--- src/rtl/axi_rd_arbiter.sv ---
// Three-way AXI read arbiter: one outstanding burst, AR registered, R routed back to the granted requester.
// Optional macro ARB_ROUND_ROBIN_EN selects round-robin priority; default is fixed s2 > s1 > s0.
`timescale 1ns/1ps
module axi_rd_arbiter #(
  parameter int ADDR_W = 32,
  parameter int DATA_W = 32,
  parameter int LEN_W  = 4,
  parameter int ID_W   = 4
) (
  input  logic              clk,
  input  logic              rst,
  input  logic              s0_arvalid,
  input  logic [ADDR_W-1:0] s0_araddr,
  input  logic [LEN_W-1:0]  s0_arlen,
  input  logic [2:0]        s0_arsize,
  output logic              s0_arready,
  output logic              s0_rvalid,
  input  logic              s0_rready,
  input  logic              s1_arvalid,
  input  logic [ADDR_W-1:0] s1_araddr,
  input  logic [LEN_W-1:0]  s1_arlen,
  input  logic [2:0]        s1_arsize,
  output logic              s1_arready,
  output logic              s1_rvalid,
  input  logic              s1_rready,
  input  logic              s2_arvalid,
  input  logic [ADDR_W-1:0] s2_araddr,
  input  logic [LEN_W-1:0]  s2_arlen,
  input  logic [2:0]        s2_arsize,
  output logic              s2_arready,
  output logic              s2_rvalid,
  input  logic              s2_rready,
  output logic [DATA_W-1:0] s_rdata,
  output logic              s_rlast,
  output logic [1:0]        s_rresp,
  output logic [ID_W-1:0]   m_arid,
  output logic [ADDR_W-1:0] m_araddr,
  output logic [LEN_W-1:0]  m_arlen,
  output logic [2:0]        m_arsize,
  output logic [1:0]        m_arburst,
  output logic              m_arvalid,
  input  logic              m_arready,
  input  logic [ID_W-1:0]   m_rid,
  input  logic [DATA_W-1:0] m_rdata,
  input  logic [1:0]        m_rresp,
  input  logic              m_rlast,
  input  logic              m_rvalid,
  output logic              m_rready,
  output logic              rid_err
);

  typedef enum logic [1:0] {IDLE = 2'd0, ADDR = 2'd1, DATA = 2'd2} state_t;

  state_t            state_q, state_d;
  logic [1:0]        grant_q, grant_d;
  logic [ADDR_W-1:0] araddr_q, araddr_d;
  logic [LEN_W-1:0]  arlen_q, arlen_d;
  logic [2:0]        arsize_q, arsize_d;
  logic              rid_err_q, rid_err_d;
  logic [1:0]        win;
  logic              ar_hs, in_data, sel_rready, beat, any_req;

  assign any_req = s0_arvalid | s1_arvalid | s2_arvalid;

`ifdef ARB_ROUND_ROBIN_EN
  logic [1:0] last_q, last_d;
  logic [3:0] req;

  function automatic logic [1:0] inc3(input logic [1:0] x);
    return (x == 2'd2) ? 2'd0 : x + 2'd1;
  endfunction

  assign req = {1'b0, s2_arvalid, s1_arvalid, s0_arvalid};

  // Search starts just after the previous winner and wraps around.
  always_comb begin
    logic [1:0] p1, p2;
    p1 = inc3(last_q);
    p2 = inc3(p1);
    if (req[p1])      win = p1;
    else if (req[p2]) win = p2;
    else              win = last_q;
  end

  always_comb begin
    last_d = last_q;
    if (ar_hs) last_d = grant_q;
  end

  always_ff @(posedge clk or posedge rst) begin
    if (rst) last_q <= 2'd2;
    else     last_q <= last_d;
  end
`else
  always_comb begin
    if (s2_arvalid)      win = 2'd2;
    else if (s1_arvalid) win = 2'd1;
    else                 win = 2'd0;
  end
`endif

  always_comb begin
    case (grant_q)
      2'd0:    sel_rready = s0_rready;
      2'd1:    sel_rready = s1_rready;
      default: sel_rready = s2_rready;
    endcase
  end

  assign m_arvalid = (state_q == ADDR);
  assign ar_hs     = m_arvalid & m_arready;
  assign in_data   = (state_q == DATA);
  assign m_rready  = in_data & sel_rready;
  assign beat      = in_data & m_rvalid & m_rready;

  always_comb begin
    state_d   = state_q;
    grant_d   = grant_q;
    araddr_d  = araddr_q;
    arlen_d   = arlen_q;
    arsize_d  = arsize_q;
    rid_err_d = rid_err_q;
    case (state_q)
      IDLE: begin
        if (any_req) begin
          grant_d = win;
          state_d = ADDR;
          case (win)
            2'd0: begin araddr_d = s0_araddr; arlen_d = s0_arlen; arsize_d = s0_arsize; end
            2'd1: begin araddr_d = s1_araddr; arlen_d = s1_arlen; arsize_d = s1_arsize; end
            default: begin araddr_d = s2_araddr; arlen_d = s2_arlen; arsize_d = s2_arsize; end
          endcase
        end
      end
      ADDR: if (ar_hs) state_d = DATA;
      DATA: if (beat && m_rlast) state_d = IDLE;
      default: state_d = IDLE;
    endcase
    // A mismatched ID is flagged but the beat is still delivered.
    if (beat && (m_rid != ID_W'(grant_q))) rid_err_d = 1'b1;
  end

  always_ff @(posedge clk or posedge rst) begin
    if (rst) begin
      state_q   <= IDLE;
      grant_q   <= 2'd0;
      araddr_q  <= '0;
      arlen_q   <= '0;
      arsize_q  <= '0;
      rid_err_q <= 1'b0;
    end else begin
      state_q   <= state_d;
      grant_q   <= grant_d;
      araddr_q  <= araddr_d;
      arlen_q   <= arlen_d;
      arsize_q  <= arsize_d;
      rid_err_q <= rid_err_d;
    end
  end

  assign m_arid     = ID_W'(grant_q);
  assign m_araddr   = araddr_q;
  assign m_arlen    = arlen_q;
  assign m_arsize   = arsize_q;
  assign m_arburst  = 2'b01;
  assign rid_err    = rid_err_q;

  assign s0_arready = ar_hs & (grant_q == 2'd0);
  assign s1_arready = ar_hs & (grant_q == 2'd1);
  assign s2_arready = ar_hs & (grant_q == 2'd2);
  assign s0_rvalid  = in_data & m_rvalid & (grant_q == 2'd0);
  assign s1_rvalid  = in_data & m_rvalid & (grant_q == 2'd1);
  assign s2_rvalid  = in_data & m_rvalid & (grant_q == 2'd2);

  assign s_rdata    = m_rdata;
  assign s_rlast    = m_rlast;
  assign s_rresp    = m_rresp;

endmodule

--- config.mk ---
export PLATFORM = sky130hd
export DESIGN_NAME = axi_rd_arbiter
export DESIGN_NICKNAME = d
export VERILOG_FILES = /design/src/rtl/axi_rd_arbiter.sv
export SDC_FILE = /design/constraint.sdc
export NUM_CORES = 1
export LEC_CHECK = 0
export CAP_MARGIN = 20
export CORE_AREA = 2 2 99 101
export DETAILED_ROUTE_END_ITERATION = 8
export DIE_AREA = 0 0 101 103
export PLACE_DENSITY = 0.8
export SLEW_MARGIN = 20
export SYNTH_ARGS = -nofsm -noshare
export SYNTH_HDL_FRONTEND = slang
export SYNTH_SLANG_ARGS = --single-unit
--- constraint.sdc ---
create_clock -name clk -period 1.81 [get_ports clk]
set_input_delay 0.181 -clock clk [delete_from_list [all_inputs] [get_ports clk]]
set_output_delay 0.181 -clock clk [all_outputs]
set_load 0.01 [all_outputs]
=== Yosys cells after proc, flatten, opt, wreduce, memory -nomap -nowiden ===
Cells that the tools add are included.

* Output and inout port bits: 89
* Word-level logic and storage cells: 44
* Register bits: 44
* Input bits: 166

* Bitwise operators: 12
* Eq/ne operators: 9
* Multiplexer cells: 10
* Reductions and logical operators: 7

{| class="wikitable"
|+ Operator list
! operator !! count
|-
| $pmux 32 s2 || 1
|-
| $and 1x1->1 || 10
|-
| $mux 2 || 4
|-
| $pmux 4 s2 || 1
|-
| $eq 2x1->1 const B || 3
|-
| $logic_not 2->1 || 3
|-
| $pmux 2 s3 || 1
|-
| $pmux 3 s2 || 1
|-
| $eq 2x2->1 const B || 2
|-
| $ne 2x1->1 const B || 2
|-
| $ne 4x2->1 || 1
|-
| $reduce_and 3->1 || 1
|-
| $logic_and 1x1->1 || 2
|-
| $ne 2x2->1 const B || 1
|-
| $or 1x1->1 || 2
|-
| $pmux 1 s2 || 1
|-
| $reduce_and 2->1 || 1
|-
| $mux 1 || 1
|}

=== Longest topological paths before layout ===
* Depth after elaboration: 7
* Gate-level depth with buffers: 5
* Depth with buffers taken out: 3

=== Worst setup path before layout ===
OpenSTA, ideal clock, no wires.

* Path kind: register to register
* From: register grant_q[0]
* To: register state_q[1]
* Path buffers: 1
* Setup time: 0.154 ns
* Clock period less this slack: 1.638 ns
* Path slack: 0.172 ns
* Cell stages (with the launch flop): 5
* Arrival: 1.484 ns
* Required time: 1.656 ns
* Cell sequence: dfrtp_1 -> buf_2 -> nor3b_1 -> nor4b_1 -> a31oi_1

* Longest elaborated chain between the ends: 7
* Elaborated cells on any way between the ends: 8
* Those cells by class: 2 x eq/ne; 1 x mux; 2 x bitwise; 3 x reduce/logical

{| class="wikitable"
|+ Ends and longest elaborated chain
! item !! RTL line !! source
|-
| from (decl) || 55 || <nowiki>logic [1:0] grant_q, grant_d;</nowiki>
|-
| from (signal assigned) || 153 || <nowiki>grant_q <= grant_d;</nowiki>
|-
| $eq 2x1->1 / $logic_not 2->1 (equally long branches) || 103 || <nowiki>case (grant_q)</nowiki>
|-
| $pmux 1 s2 (*) || 103 ||
|-
| $and 1x1->1 (*) || 113 || <nowiki>assign m_rready = in_data & sel_rready;</nowiki>
|-
| named net m_rready || 48 || <nowiki>output logic m_rready,</nowiki>
|-
| $and 1x1->1 (*) || 114 || <nowiki>assign beat = in_data & m_rvalid & m_rready;</nowiki>
|-
| $logic_and 1x1->1 (*) || 136 || <nowiki>DATA: if (beat && m_rlast) state_d = IDLE;</nowiki>
|-
| $ne 2x1->1 (no source line) (*) || -- ||
|-
| $reduce_and 3->1 (no source line) (*) || -- ||
|-
| to (signal assigned) || 152 || <nowiki>state_q <= state_d;</nowiki>
|-
| to (decl) || 54 || <nowiki>state_t state_q, state_d;</nowiki>
|}

The timed path passes the listed nets; every way through them passes the cells marked *.
A chain may end at the register's enable or synchronous reset.

=== Worst setup path after layout ===
* From: register state_q[0]
* To: output port s1_rvalid

* Longest elaborated chain between the ends: 3

{| class="wikitable"
|+ Ends and longest elaborated chain
! item !! RTL line !! source
|-
| $eq 2x2->1 || 112 || <nowiki>assign in_data = (state_q == DATA);</nowiki>
|-
| $and 1x1->1 (2 in series) || 172 || <nowiki>assign s1_rvalid = in_data & m_rvalid & (grant_q == 2'd1);</nowiki>
|-
| to (decl) || 24 || <nowiki>output logic s1_rvalid,</nowiki>
|}

No other way between the ends.

==> impl_metrics.tcl <==
set metrics [dict create \
    synth_seq_area_share 0.377 \
    final.period_utilization 0.919 \
    place_area_sq_um 4650 \
    coreArea_sq_um 9460 \
    combPwrFrac 0.559 \
    overflow 0 \
    worstSetupEndpointType "output pin" \
    rr_startpoint "state_q[1]" \
    fin_nets 611 \
    die_height_um 103 \
    cts_tree "yes" \
    cts_root_buf "clkbuf_8" \
    final_cell_mix "clkdlybuf4s50_1, dfrtp_1, nand2_1, o21ai_0, mux2i_1" \
    io_pins 255 \
    drive_above_1_share 0.159 \
    maxCapViolations 0 \
    rows 36 \
    dr_total_vias 2610 \
    drc 0 \
    grt_pass1_vias 2556 \
    vdd_ir_drop_max_mv 0.614 \
    post-place-ws_ns -0.0731 \
    antenna_cells 0 \
    areaGrowthSynthToFinish_pct 63.7 \
    dr.pass1.iters 4 \
    antenna_found_initial 0 \
    worstReg2RegEnd "m_araddr[13]" \
    ys_seq_elements 44 \
    fin_crit_ns 1.66 \
    fin_ws_ns 0.146 \
    synth_area_per_cell_sq_um 9.86 \
    grt_usage 0.159 \
    ant_nets 0 \
    power.leakage_uw 0.00207 \
    synthDistinctLibCells 28 \
    syn_area_sq_um 2920 \
    timing.fmax_ghz 0.601 \
    powerDensity_nw_per_um2 1190 \
    start_util 0.309 \
    finalSetupViolations 0 \
    reg2reg_depth 5 \
    routed_wl_um 8430 \
    hold_path_class "input port to asynchronous set/reset pin" \
    rsz0062_at_grt "false" \
    cts_buffer_depth 2 \
    drt_iter0_drc 30 \
    finalHoldViolations 0 \
    cp.required_ns 1.63 \
    place_congestion 0.713 \
    clk_pin_slew_ns 0.09 \
    start_kind "flip-flop" \
    power.share.switching 0.317 \
    worstPathMaxFanout 5 \
    final_common_cell "clkdlybuf4s50_1" \
    outcome "finished, final reports clean" \
    routedWlPerCell_um 15.0 \
    htree_levels 2 \
    vias_per_cell 4.66 \
    syn_inst 296 \
    io_buffers 182 \
    clock_sinks 44 \
    hpwl_um 6730 \
    path_class "flip-flop to output pin" \
    die_area_sq_um 10400 \
    slew_viol_final 0 \
    finalClockSkew_ns 0.00965 \
    internal_power_uw 3880 \
    cts_buffers 5 \
    grt_max_degree 61 \
    fin_util 0.505 \
    r2r_setup_slack_ns 0.18 \
    die_w_um 101 \
    cp_data_arrival_time_ns 1.48 \
    seq_power_share 0.308 \
    ys_warn_count 0 \
    clockPowerShare 0.133 \
    grt_pass1_wl_um 12700 \
    clkLatencyLatePin_ns 0.30 \
    power.switching_uw 1800 \
    stdcell_area_sq_um 4780 \
]
==> power groups by stage <==
stage	sequential [uW]	combinational, uW	clock, uW
global placement	1730	3170	0
global route	1820	3410	829
CTS	1750	3240	795
detailed placement	1760	3230	0
floorplan	1960	1400	0
finish	1750	3180	753
==> cell type report <==
type | instances | area (sq um)
clock buffers | 5 | 68.8
flip-flops and latches | 44 | 1100
fillers | 857 | 4680
multi-input cells | 194 | 1440
inverters | 1 | 3.75
well taps | 114 | 143
clock inverters | 3 | 42.5
repair buffers | 199 | 1980
==> flip-flops by register name, summed over array words and instances, names as in the netlist <==
| register | flops |
|---|---|
| grant_q | 2 |
| m_araddr | 32 |
| rid_err | 1 |
| m_arsize | 3 |
| state_q | 2 |
| m_arlen | 4 |
==> cells by family after synthesis <==
family,Yosys count,synth area share
muxes,78,0.297
AOI/OAI and AO/OA,48,0.0879
and+or+nand+nor,62,0.0930
xor gates and xnor gates,2,0.00600
buffers and inverters,60,0.136
other,2,0.00257
DFF,44,0.377
==> critical path, cell delays in order (launching register included) <==
cell and delay (ns):
dfrtp_2 0.43, nand3b_1 0.24, buf_4 0.18, nor2_1 0.09, clkdlybuf4s15_1 0.25
==> cell usage after synthesis (all sizes together) <==
master  count  area (sq um)
buf        51           364
dfrtp      44          1100
nand2      41           154
o21ai      41           205
mux2       39           477
mux2i      39           390
clkbuf      8          30.0
nor2        5          18.8
nand2b      4          25.0
nor2b       4          25.0
nor3        4          20.0
a21oi       2          10.0
conb        2          7.51
xnor2       2          17.5
a22o        1          8.76
a31oi       1          6.26
inv         1          3.75
nand3       1          5.00
nand3b      1          7.51
nor3b       1          7.51
nor4b       1          8.76
o211a       1          10.0
o31a        1          8.76
o31ai       1          7.51
==> timing repair <==
item / 4_1_cts / 5_1_grt
hold buffers: 0 / 0
gates resized for setup: 10 / 2
setup buffers: 2 / 0
endpoints found under the setup margin: 8 / 1
==> routing by layer <==
layer  global-route usage  vias up  share of wire
li1                     -     1271              -
met1                0.159     1186           0.36
met2                0.293      129           0.50
met3               0.0610       24           0.11
met4               0.0707        0          0.030
met5                    0        -              0
==> worst max-delay path by stage <==
stage | from | end | slack (ns)
floorplan | grant_q[0] | state_q[1] | 0.17
global placement | s1_rready | m_rready | -0.03
detailed placement | s1_rready | m_rready | -0.07
CTS | state_q[0] | s1_rvalid | 0.12
global route | state_q[0] | s1_rvalid | 0.02
finish | state_q[0] | s1_rvalid | 0.15
==> through the flow <==
step	TNS (ns)	cells	power [uW]	hold slack (ns)
after floorplan	0	298	3360	0.278
after global placement	-0.0271	550	4910	0.362
after detailed placement	-0.0731	550	4990	0.362
after CTS	0	560	5780	0.207
after global routing	0	560	6060	0.256
final	0	560	5680	0.194
Note: power is estimated with default switching activity, not from simulation.
